**config.mk**
```make
export PLATFORM = sky130hd
export DESIGN_NAME = pixart_init_seq
export DESIGN_NICKNAME = d
export VERILOG_FILES = /design/src/rtl/pixart_init_seq.sv
export SDC_FILE = /design/constraint.sdc
export NUM_CORES = 1
export LEC_CHECK = 0
export ABC_AREA = 1
export BUFFER_PORTS_ARGS = -buffer_cell sky130_fd_sc_hd__buf_2
export CORE_UTILIZATION = 40
export DETAILED_ROUTE_END_ITERATION = 12
export PLACE_DENSITY_LB_ADDON = 0.15
export SYNTH_ARGS = -nofsm -noshare
export SYNTH_HDL_FRONTEND = slang
export SYNTH_SLANG_ARGS = --single-unit
```
**constraint.sdc**
```tcl
create_clock -name clk -period 1.9 [get_ports clk]
set_input_delay 0.19 -clock clk [delete_from_list [all_inputs] [get_ports clk]]
set_output_delay 0.19 -clock clk [all_outputs]
set_load 0.01 [all_outputs]
```
**src/rtl/pixart_init_seq.sv**
```systemverilog
// -----------------------------------------------------------------------------
// pixart_init_seq
//
// Command sequencer sitting directly in front of i2c_master. After reset, once
// enable is seen with the master idle, it walks a fixed six-entry write table
// that takes the IR camera out of reset and into sensing mode. Each entry is
// presented as addr/data/packets/rw plus a start request. The sequencer then
// waits for the master's ready handshake and a settle gap before moving on.
// When the table completes, done is raised so later stages know the camera is
// live.
//
// Optional feature (macro PIXART_POLL_EN):
//   When defined, the terminal DONE state is replaced by a polling loop. The
//   loop waits POLL_CYCLES, writes 16'h3600 (1 byte), then reads 6 bytes
//   (data 16'h0000, rw=1), and repeats. done stays high and step stays 5.
//   When undefined, DONE is terminal and i2c_rw is tied to 0.
//
// Parameters:
//   I2C_ADDR     7-bit slave address driven on i2c_addr
//   GAP_CYCLES   idle cycles after every completed table write (>=1)
//   ACK_TIMEOUT  max cycles start may wait for ready to fall (>=2)
//   POLL_CYCLES  cycles between poll rounds (PIXART_POLL_EN only)
//
// Ports:
//   clk          system clock (slow_clk domain of the master)
//   reset        asynchronous active-high reset
//   enable       level; sequence starts on first enable=1 seen in IDLE
//   i2c_ready    master ready; 1 = idle/complete, 0 = busy
//   i2c_start    transaction request to master
//   i2c_addr     slave address, constant I2C_ADDR
//   i2c_data     {reg, value}; first byte sent in [15:8]
//   i2c_packets  bytes in transaction
//   i2c_rw       0 = write, 1 = read
//   step         index of current table entry, 0..5
//   done         all six writes complete; sticky until reset
//   error        an ACK_TIMEOUT expired; sticky until reset
//
// state     | meaning
// ----------+----------------------------------------------------------------
// ST_IDLE   | waiting for enable with the master idle
// ST_LOAD   | transaction fields valid, start rises on the next cycle
// ST_REQ    | start held high until the master drops ready (or timeout)
// ST_BUSY   | master working; wait for ready to return
// ST_GAP    | camera settle time after a table write
// ST_DONE   | table complete, terminal (default build)
// ST_FAIL   | handshake timeout, terminal until reset
// ST_POLL   | wait between poll rounds (PIXART_POLL_EN build)
// -----------------------------------------------------------------------------
module pixart_init_seq #(
    parameter logic [6:0] I2C_ADDR    = 7'h58,
    parameter int         GAP_CYCLES  = 1000,
    parameter int         ACK_TIMEOUT = 255,
    parameter int         POLL_CYCLES = 5000
) (
    input  logic        clk,
    input  logic        reset,
    input  logic        enable,
    input  logic        i2c_ready,
    output logic        i2c_start,
    output logic [6:0]  i2c_addr,
    output logic [15:0] i2c_data,
    output logic [2:0]  i2c_packets,
    output logic        i2c_rw,
    output logic [2:0]  step,
    output logic        done,
    output logic        error
);

    // One down-counter is shared by the timeout, gap and poll timers; it is
    // sized for whichever of them is longest.
    localparam int MAX_GA  = (GAP_CYCLES > ACK_TIMEOUT) ? GAP_CYCLES : ACK_TIMEOUT;
    localparam int MAX_CNT = (MAX_GA > POLL_CYCLES) ? MAX_GA : POLL_CYCLES;
    localparam int CW      = $clog2(MAX_CNT + 1);

    localparam logic [CW-1:0] GAP_LOAD  = CW'(GAP_CYCLES - 1);
    localparam logic [CW-1:0] ACK_LOAD  = CW'(ACK_TIMEOUT - 1);
    localparam logic [CW-1:0] POLL_LOAD = CW'(POLL_CYCLES - 1);
    localparam logic [2:0]    LAST_STEP = 3'd5;
    localparam logic [2:0]    TBL_PKTS  = 3'd2;

    typedef enum logic [2:0] {
        ST_IDLE = 3'd0,
        ST_LOAD = 3'd1,
        ST_REQ  = 3'd2,
        ST_BUSY = 3'd3,
        ST_GAP  = 3'd4,
        ST_DONE = 3'd5,
        ST_FAIL = 3'd6,
        ST_POLL = 3'd7
    } state_t;

    state_t        state;
    logic [CW-1:0] cnt;

    function automatic logic [15:0] table_data(input logic [2:0] idx);
        logic [15:0] d;
        case (idx)
            3'd0:    d = 16'h3001;
            3'd1:    d = 16'h3008;
            3'd2:    d = 16'h0690;
            3'd3:    d = 16'h08C0;
            3'd4:    d = 16'h1A40;
            3'd5:    d = 16'h3333;
            default: d = 16'h0000;
        endcase
        return d;
    endfunction

    assign i2c_addr = I2C_ADDR;

`ifdef PIXART_POLL_EN
    logic rw_q;
    logic poll_rd;   // 0: next poll transaction is the write, 1: the read
    assign i2c_rw = rw_q;
`else
    assign i2c_rw = 1'b0;
`endif

    always_ff @(posedge clk or posedge reset) begin
        if (reset) begin
            state       <= ST_IDLE;
            cnt         <= '0;
            i2c_start   <= 1'b0;
            i2c_data    <= 16'h0000;
            i2c_packets <= 3'd0;
            step        <= 3'd0;
            done        <= 1'b0;
            error       <= 1'b0;
`ifdef PIXART_POLL_EN
            rw_q        <= 1'b0;
            poll_rd     <= 1'b0;
`endif
        end else begin
            case (state)
                // Fields are loaded on the way into LOAD so they are already
                // stable for a full cycle before start rises.
                ST_IDLE: begin
                    if (enable && i2c_ready) begin
                        i2c_data    <= table_data(step);
                        i2c_packets <= TBL_PKTS;
`ifdef PIXART_POLL_EN
                        rw_q        <= 1'b0;
`endif
                        state       <= ST_LOAD;
                    end
                end

                ST_LOAD: begin
                    i2c_start <= 1'b1;
                    cnt       <= ACK_LOAD;
                    state     <= ST_REQ;
                end

                // Accept wins over timeout when both land on the same cycle.
                ST_REQ: begin
                    if (!i2c_ready) begin
                        i2c_start <= 1'b0;
                        state     <= ST_BUSY;
                    end else if (cnt == '0) begin
                        i2c_start <= 1'b0;
                        error     <= 1'b1;
                        done      <= 1'b0;
                        state     <= ST_FAIL;
                    end else begin
                        cnt <= cnt - 1'b1;
                    end
                end

                ST_BUSY: begin
                    if (i2c_ready) begin
`ifdef PIXART_POLL_EN
                        // done is only set once the table is finished, so it
                        // separates poll traffic from table traffic here.
                        if (done) begin
                            if (!poll_rd) begin
                                poll_rd     <= 1'b1;
                                i2c_data    <= 16'h0000;
                                i2c_packets <= 3'd6;
                                rw_q        <= 1'b1;
                                state       <= ST_LOAD;
                            end else begin
                                poll_rd <= 1'b0;
                                cnt     <= POLL_LOAD;
                                state   <= ST_POLL;
                            end
                        end else begin
                            cnt   <= GAP_LOAD;
                            state <= ST_GAP;
                        end
`else
                        cnt   <= GAP_LOAD;
                        state <= ST_GAP;
`endif
                    end
                end

                ST_GAP: begin
                    if (cnt == '0) begin
                        if (step == LAST_STEP) begin
                            done  <= 1'b1;
`ifdef PIXART_POLL_EN
                            cnt   <= POLL_LOAD;
                            state <= ST_POLL;
`else
                            state <= ST_DONE;
`endif
                        end else begin
                            step        <= step + 3'd1;
                            i2c_data    <= table_data(step + 3'd1);
                            i2c_packets <= TBL_PKTS;
                            state       <= ST_LOAD;
                        end
                    end else begin
                        cnt <= cnt - 1'b1;
                    end
                end

                ST_POLL: begin
`ifdef PIXART_POLL_EN
                    if (cnt == '0) begin
                        i2c_data    <= 16'h3600;
                        i2c_packets <= 3'd1;
                        rw_q        <= 1'b0;
                        state       <= ST_LOAD;
                    end else begin
                        cnt <= cnt - 1'b1;
                    end
`else
                    state <= ST_POLL;
`endif
                end

                ST_DONE: state <= ST_DONE;
                ST_FAIL: state <= ST_FAIL;
                default: state <= ST_IDLE;
            endcase
        end
    end

endmodule

```
==> results of run 1 <==
==> worst min-delay path, delay by kind of cell <==
family	cells	cell delay, ns
buf+inv	3	0.52
==> placed cells by master, fill, tap and decap left out, types with 2 or more instances in the layout <==
master and instances:
nand2_1 99, nand3_1 32, inv_2 2, o211ai_1 3, nor2_8 2, buf_2 23
ha_1 7, a21oi_1 5, nand2_4 7, inv_1 33, nand2_2 2, conb_1 13
o21ai_1 3, inv_4 2, o21ai_2 6, clkbuf_8 6, nor2_1 23, o21ai_0 17
dfrtp_1 33, nor2_4 5, buf_4 5
==> area by class of cell <==
cell class	count	area, um2	share of cell area
multi-input cells	234	1220	0.485
well taps	72	90.1	0.0357
flip-flops and latches	33	826	0.327
clock buffers	7	86.3	0.0342
repair buffers	28	153	0.0605
inverters	37	144	0.0570
==> synthesized netlist by cell type (5+ instances only) <==
cell	instances	area [um2]
nand2_1	99	372
o21ai_0	17	85.1
inv_1	33	124
ha_1	7	87.6
nor2_1	23	86.3
dfrtp_1	33	826
o21ai_2	6	52.6
nand3_1	32	160
nand2_4	6	67.6
a21oi_1	5	25.0
nor2_4	5	56.3
buf_4	17	128
==> metal layers <==
layer,share of wire,GRT usage
met5,0,0
met3,0.045,0.0430
met2,0.41,0.242
met1,0.53,0.252
met4,0.011,0.0556
==> logic make-up after synthesis <==
group	Yosys count	synth area share
flip-flops	33	0.354
other	2	0.00322
AND/OR/NAND/NOR	175	0.358
AO/OA/AOI/OAI	37	0.0987
adder cells (fa/ha/maj)	7	0.0375
XOR/XNOR	2	0.00751
buffers and inverters	61	0.141
==> registers in the layout, indices dropped and copies added, names as in the netlist <==
| register | count |
|---|---|
| done | 1 |
| i2c_start | 1 |
| i2c_packets | 1 |
| cnt | 13 |
| step | 3 |
| i2c_data | 10 |
| state | 3 |
| error | 1 |
==> worst max path at each step <==
stage	from	to	slack, ns	cells after the start
2_1_floorplan	step[0]	i2c_data[0]	0.26	8
3_3_place_gp	cnt[0]	step[0]	0.23	8
3_5_place_dp	cnt[0]	step[0]	0.21	8
4_1_cts	cnt[0]	step[0]	0.19	8
5_1_grt	cnt[0]	cnt[11]	0.02	10
6_report	cnt[0]	i2c_data[8]	0.19	9
==> power breakdown <==
group | switching [mW] | internal [mW] | total (mW)
Clock | 0.256 | 0.287 | 0.543
Combinational | 0.0310 | 0.00674 | 0.0377
Sequential | 0.00152 | 0.705 | 0.706
==> through the flow <==
stage	power [mW]	hold slack [ns]
after floorplan	0.764	0.319
after global placement	0.758	0.314
after detailed placement	0.758	0.309
after CTS	1.31	0.00161
after global routing	1.34	0.0386
final	1.29	-0.0103
==> impl_metrics.ini, run 1 <==
[run_status]
status = finished with violations
violations = negative hold slack

[clocking]
clk_latency_ns = 0.29
clkSinkCount = 33
postCtsSetupRepairBufs = 0
cts_tree = done
postCtsHoldBufs = 0
cts_root_buf = clkbuf_8
htree_levels = 2
clk_path_buf_depth = 2
clk_pin_slew_ns = 0.07
cts_buffers = 5
ctsResizeCount = 0

[synthesis]
ys_types = 32
synth-edff-count = 0
async_flop_share = 1.00
yosys_register_bits = 33
avgSynthCellArea_um2 = 7.36
syn_inst = 317
syn_area_um2 = 2330
synth_ff_type = dfrtp_1
ys_seq_area_frac = 0.354
yosysWarnings = 0

[detailed_routing]
routed_wl_um = 4720
first_iter_violations = 149
ant_nets = 0
drc_errors = 0
vias = 1912
via_per_inst = 4.65
wire_per_inst_um = 11.5
dr.pass1.iters = 4

[final_layout]
fin_area_um2 = 2520
num_antenna_cells = 0
instances_no_fill = 411
syn_to_final_growth_pct = 8.15
num-nets-final = 350
utilization = 0.453
n_fill_cell = 585
drive_gt1_frac = 0.189

[placed_design]
pre_cts_ws_ns = 0.210
placement.io_buffers = 23
placed_cells = 404
dpl_cell_area_um2 = 2430
hpwlAfterDp_um = 3530
place_congestion = 0.889

[critical_path]
rr_endpoint = i2c_data[8]
cp_slowest_cell = dfrtp_1
r2r_cells = 9
reg2reg_from = cnt[0]
r2r_setup_slack_ns = 0.19
cp_top_family = simple AND/OR/NAND/NOR gates
crit_buf_inv = 2
critPathMaxStageDelay_ns = 0.38
critical_path_class = flip-flop to flip-flop
crit_fanout = 11
path_cells = inv_1, ha_1, nand2_2, nor2_8, nand2_4, a21oi_4, buf_4, nand3_1, nand2_1
critPathArrivalTime_ns = 1.93
startpoint_type = flip-flop
crit_required_ns = 2.12
end_kind = flip-flop

[floorplanning]
initial_core_util = 0.419
die-area_um2 = 6140
core-area_um2 = 5570
die_h_um = 78.4
fp.dieW_um = 78.4
num_rows = 27
io_pins = 37

[timing]
fin_setup_tns_ns = 0
finalCritPeriodShare = 0.899
hold_ws_ns = -0.0103
fin_crit_ns = 1.71
fmax_mhz = 585
fin_skew_ns = 0.00690
rsz0062_at_grt = no
slew_viol_final = 0
setup_violations = 0
setup_ws_ns = 0.192
hold_viol = 12

[global_route]
antenna_found_initial = 0
grt_pass1_vias = 1704
grt_overflow = 0
grt_max_degree = 34
grt_pass1_wl_um = 8140
grt.total_usage = 0.171

[power]
p_leak_nw = 1.39
ir_worst_vdd_v = 0.000284
p_per_area_nw_per_um2 = 510

[job]
drv_cap = 0

[min_path]
worstHoldPathType = primary input to asynchronous set/reset pin
(Power assumes the default switching activity.)
==> run 2, diff against run 1 <==
Settings changed: CORE_MARGIN from default to 8.
==> run 2 against run 1 <==
Against the previous run: the run still ends with negative hold slack left; power rose by 12%; first-iteration DRC count fell by 24%; cell count rose by 1.2%; routed wire length rose by 5.7%; die area rose by 39%; combinational power rose by 3%; critical path type unchanged.
==> impl_metrics.ini, run 2 (synthesis gave the netlist of run 1 again) <==
[power]
comb_power_share = 0.027
p_leak_nw = 1.41
swShare = 0.210
p_per_area_nw_per_um2 = 563
power_switching_uw = 303
internal-power_mw = 1.14
seqPwrFrac = 0.489
ir_worst_vdd_v = 0.000279
p_clk_frac = 0.484

[detailed_routing]
top_layer = met4
vias = 1904
dr.pass1.iters = 4
wl_met1_um = 2680
first_iter_violations = 113
via_per_inst = 4.58
routed_wl_um = 4990
wire_per_inst_um = 12.0
drc_errors = 0
ant_nets = 0
routed-wl-met2_um = 2020
wl_met3_um = 229

[placed_design]
placement.io_buffers = 23
dpl_cell_area_um2 = 2440
hpwlAfterDp_um = 3770
place_congestion = 0.844

[floorplanning]
num_rows = 28
core-area_um2 = 5780
io_pins = 37
die-area_um2 = 8530
die_h_um = 92.4
fp.dieW_um = 92.4
initial_core_util = 0.404

[critical_path]
reg2reg_from = step[1]
critPathMaxStageDelay_ns = 0.45
critPathArrivalTime_ns = 1.84
cp_slowest_cell = dfrtp_1
critical_path_class = flip-flop to flip-flop
crit_required_ns = 2.08
path_cells = ha_1, ha_1, nand2_1, inv_1, o21ai_0, nand3_1, nand3_1, nand2_1
crit_fanout = 9
end_kind = flip-flop
r2r_setup_slack_ns = 0.24
startpoint_type = flip-flop
rr_endpoint = i2c_data[9]
r2r_cells = 8

[job]
drv_cap = 0

[global_route]
antenna_found_initial = 0
grt.total_usage = 0.125
grt_overflow = 0
grt_max_degree = 34
grt_pass1_vias = 1811
grt_pass1_wl_um = 8780

[run_status]
violations = negative hold slack
status = finished with violations

[clocking]
ctsResizeCount = 0
clkSinkCount = 33
clk_latency_ns = 0.29
clk_path_buf_depth = 2
postCtsSetupRepairBufs = 0
htree_levels = 2
cts_root_buf = clkbuf_8
cts_buffers = 5
postCtsHoldBufs = 0
cts_tree = done
clk_pin_slew_ns = 0.07

[final_layout]
num_antenna_cells = 0
n_fill_cell = 628
largest_reg_flops = 13
final_common_cell = nand2_1
drive_gt1_frac = 0.194
fin_area_um2 = 2560
top_register = cnt
mostFrequentLayoutCells = 99 x nand2_1, 33 x inv_1, 33 x dfrtp_1, 32 x nand3_1
syn_to_final_growth_pct = 9.71
reg_top3 = cnt x13, i2c_data x10
num-nets-final = 351

[min_path]
worstHoldPathType = primary input to asynchronous set/reset pin

[timing]
fin_crit_ns = 1.66
slew_viol_final = 0
hold_ws_ns = -0.00365
finalCritPeriodShare = 0.874
fin_skew_ns = 0.00901
fmax_mhz = 602
hold_viol = 18
rsz0062_at_grt = no
setup_violations = 0
fin_setup_tns_ns = 0
## run 2: cell count changes in the layout (fill, tap and decap cells not counted), sizes merged
cell / previous run / this run
bufinv: 0 / 1
buf: 28 / 29
## run 2: worst max-delay path: cells and delay by family (launching register included)
kind | cells | cell delay [ns]
adder cells (fa/ha/maj) | 2 | 0.60
buffers and inverters | 1 | 0.05
AO/OA/AOI/OAI | 1 | 0.15
AND/OR/NAND/NOR | 4 | 0.31
flip-flops | 1 | 0.45
## run 2: worst max path at each step
stage | to | slack (ns) | start
after detailed placement | i2c_data[7] | 0.24 | cnt[0]
after floorplan | i2c_data[0] | 0.26 | step[0]
after global placement | i2c_data[13] | 0.25 | cnt[0]
after CTS | i2c_data[9] | 0.22 | cnt[0]
final | i2c_data[9] | 0.24 | step[1]
after global routing | i2c_data[9] | 0.07 | step[1]
## run 2: layer usage
metal,track usage,vias to the layer above
met5,0,-
met3,0.0340,7
li1,-,1013
met1,0.177,844
met2,0.181,40
met4,0.0362,0
## run 2: power groups by stage
stage / sequential [mW] / combinational [mW] / clock [mW]
finish: 0.705 / 0.0388 / 0.698
global route: 0.705 / 0.0461 / 0.743
CTS: 0.705 / 0.0395 / 0.721
detailed placement: 0.719 / 0.0393 / 0
global placement: 0.719 / 0.0388 / 0
floorplan: 0.720 / 0.0445 / 0
## run 2: cell type report
cell class	instances	area [um2]	share of cell area
Multi-Input combinational cell	234	1220	0.477
Inverter	37	144	0.0562
Clock inverter	1	30.0	0.0117
Timing Repair Buffer	29	160	0.0626
Tap cell	75	93.8	0.0367
Clock buffer	7	86.3	0.0337
Sequential cell	33	826	0.323
## run 2: metrics by stage
step,util,worst slack [ns],std cells,hold WS [ns],power (mW)
after floorplan,-,0.258,328,0.319,0.764
after global placement,0.423,0.252,408,0.319,0.758
after detailed placement,0.423,0.242,408,0.324,0.758
after CTS,0.443,0.216,416,0.00205,1.47
after global routing,0.443,0.0693,416,0.0330,1.49
final,0.443,0.238,416,-0.00365,1.44
==> run 3, diff against run 2 <==
Settings changed: CORE_UTILIZATION 40 to 57, SLEW_MARGIN from default to 10.
==> run 3 against run 2 <==
Against the previous run: the flow now finishes without violations; cell count down 6.0%; non-clock buffer count unchanged; clock-buffer cell count unchanged; critical path depth up 1; via count up 2.8%; first-iteration DRC count up 9.7%; critical path type unchanged; highest routed layer unchanged.
==> impl_metrics.ini, run 3 (synthesis gave the netlist of run 1 again) <==
[timing]
fin_setup_tns_ns = 0
fin_crit_ns = 1.75
rsz0062_at_grt = no
hold_ws_ns = 0.247
fin_skew_ns = 0.0105
setup_violations = 0
slew_viol_final = 0
hold_viol = 0
finalCritPeriodShare = 0.923
fmax_mhz = 570

[clocking]
postCtsSetupRepairBufs = 0
clk_path_buf_depth = 2
htree_levels = 2
clk_pin_slew_ns = 0.07
cts_root_buf = clkbuf_8
clk_latency_ns = 0.29
cts_tree = done
clkSinkCount = 33
cts_buffers = 5

[detailed_routing]
wl_met3_um = 272
top_layer = met4
wl_met1_um = 2400
wire_per_inst_um = 12.0
via_per_inst = 5.01
routed-wl-met2_um = 2000
vias = 1957
ant_nets = 0
routed_wl_um = 4710
drc_errors = 0
dr.pass1.iters = 4
first_iter_violations = 124

[power]
p_per_area_nw_per_um2 = 527
ir_worst_vdd_v = 0.000430
p_leak_nw = 1.40

[critical_path]
end_kind = flip-flop
crit_required_ns = 2.12
critical_path_class = flip-flop to flip-flop
crit_fanout = 7
worstSetupPathDepth = 9
critPathArrivalTime_ns = 1.97
critPathCapture = i2c_data[12]
crit_buf_inv = 2
startpoint_type = flip-flop
cp_slowest_cell = dfrtp_1
rr_endpoint = i2c_data[12]
cp-startpoint = cnt[0]
reg2reg_from = cnt[0]
critPathMaxStageDelay_ns = 0.39
cp_top_family = simple AND/OR/NAND/NOR gates
r2r_cells = 9
r2r_setup_slack_ns = 0.15
path_cells = inv_1, ha_2, nand2_2, nor2_8, nand2_4, a21oi_4, buf_4, nand3_1, nand2_1

[floorplanning]
fp.dieW_um = 80.0
core-area_um2 = 3970
initial_core_util = 0.588
num_rows = 23
io_pins = 37
die_h_um = 80.0
die-area_um2 = 6400

[global_route]
antenna_found_initial = 0
grt_max_degree = 34
grt_pass1_vias = 1809
grt.total_usage = 0.157
grt_pass1_wl_um = 8220
grt_overflow = 0

[job]
drv_cap = 0

[final_layout]
mostFrequentLayoutCells = 99 x nand2_1, 33 x inv_1, 33 x dfrtp_1, 32 x nand3_1
final_common_cell = nand2_1
num_antenna_cells = 0
top_register = cnt
n_fill_cell = 360
syn_to_final_growth_pct = 8.26
reg_top3 = cnt x13, i2c_data x10
drive_gt1_frac = 0.199
largest_reg_flops = 13
multi_input_area_um2 = 1230
num-nets-final = 351
seqCellArea_um2 = 826

[min_path]
hold_path.startpoint = i2c_ready
worstHoldPathType = primary input to flip-flop

[placed_design]
hpwlAfterDp_um = 3620
placement.io_buffers = 23
place_congestion = 0.896

[run_status]
status = complete, no violations
run 3: how the worst min path moves through the flow:
stage	to	slack, ns	depth (start not counted)
floorplan	cnt[0]	0.32	1
global placement	i2c_packets[1]	0.30	3
detailed placement	cnt[4]	0.30	3
CTS	state[0]	0.24	4
global route	state[0]	0.30	4
finish	state[0]	0.25	4
run 3: tightest hold or removal path, cell delays in order:
cell	delay, ns
buf_2	0.09
inv_1	0.07
nand2_1	0.08
nand2_1	0.06
run 3: layer usage:
| metal | GRT usage | up-vias |
|---|---|---|
| met1 | 0.219 | 886 |
| met3 | 0.0439 | 4 |
| li1 | - | 1009 |
| met5 | 0 | - |
| met4 | 0.0436 | 0 |
| met2 | 0.230 | 58 |
run 3: area by class of cell:
class	count	area share
Multi-Input combinational cell	234	0.487
Sequential cell	33	0.327
Timing Repair Buffer	29	0.0644
Inverter	37	0.0570
Clock buffer	7	0.0381
Tap cell	50	0.0248
Clock inverter	1	0.00198
run 3: timing repair:
item                       CTS  global route
gates resized for setup      0             3
setup endpoints to repair    0            10
hold buffers                 1             0
hold endpoints to repair    19             0
run 3: power breakdown:
part	internal, mW	switching [mW]
Combinational	0.00809	0.0310
Sequential	0.704	0.000972
Clock	0.327	0.260
run 3: through the flow:
step                setup WS (ns)  area [um2]  cells  power [mW]  utilization
global placement            0.195        2400    382       0.756        0.606
floorplan                   0.258        2370    328       0.764            -
global route               0.0222        2530    391        1.39        0.636
finish                      0.147        2530    391        1.33        0.636
detailed placement          0.103        2400    382       0.757        0.606
CTS                        0.0906        2520    391        1.35        0.634
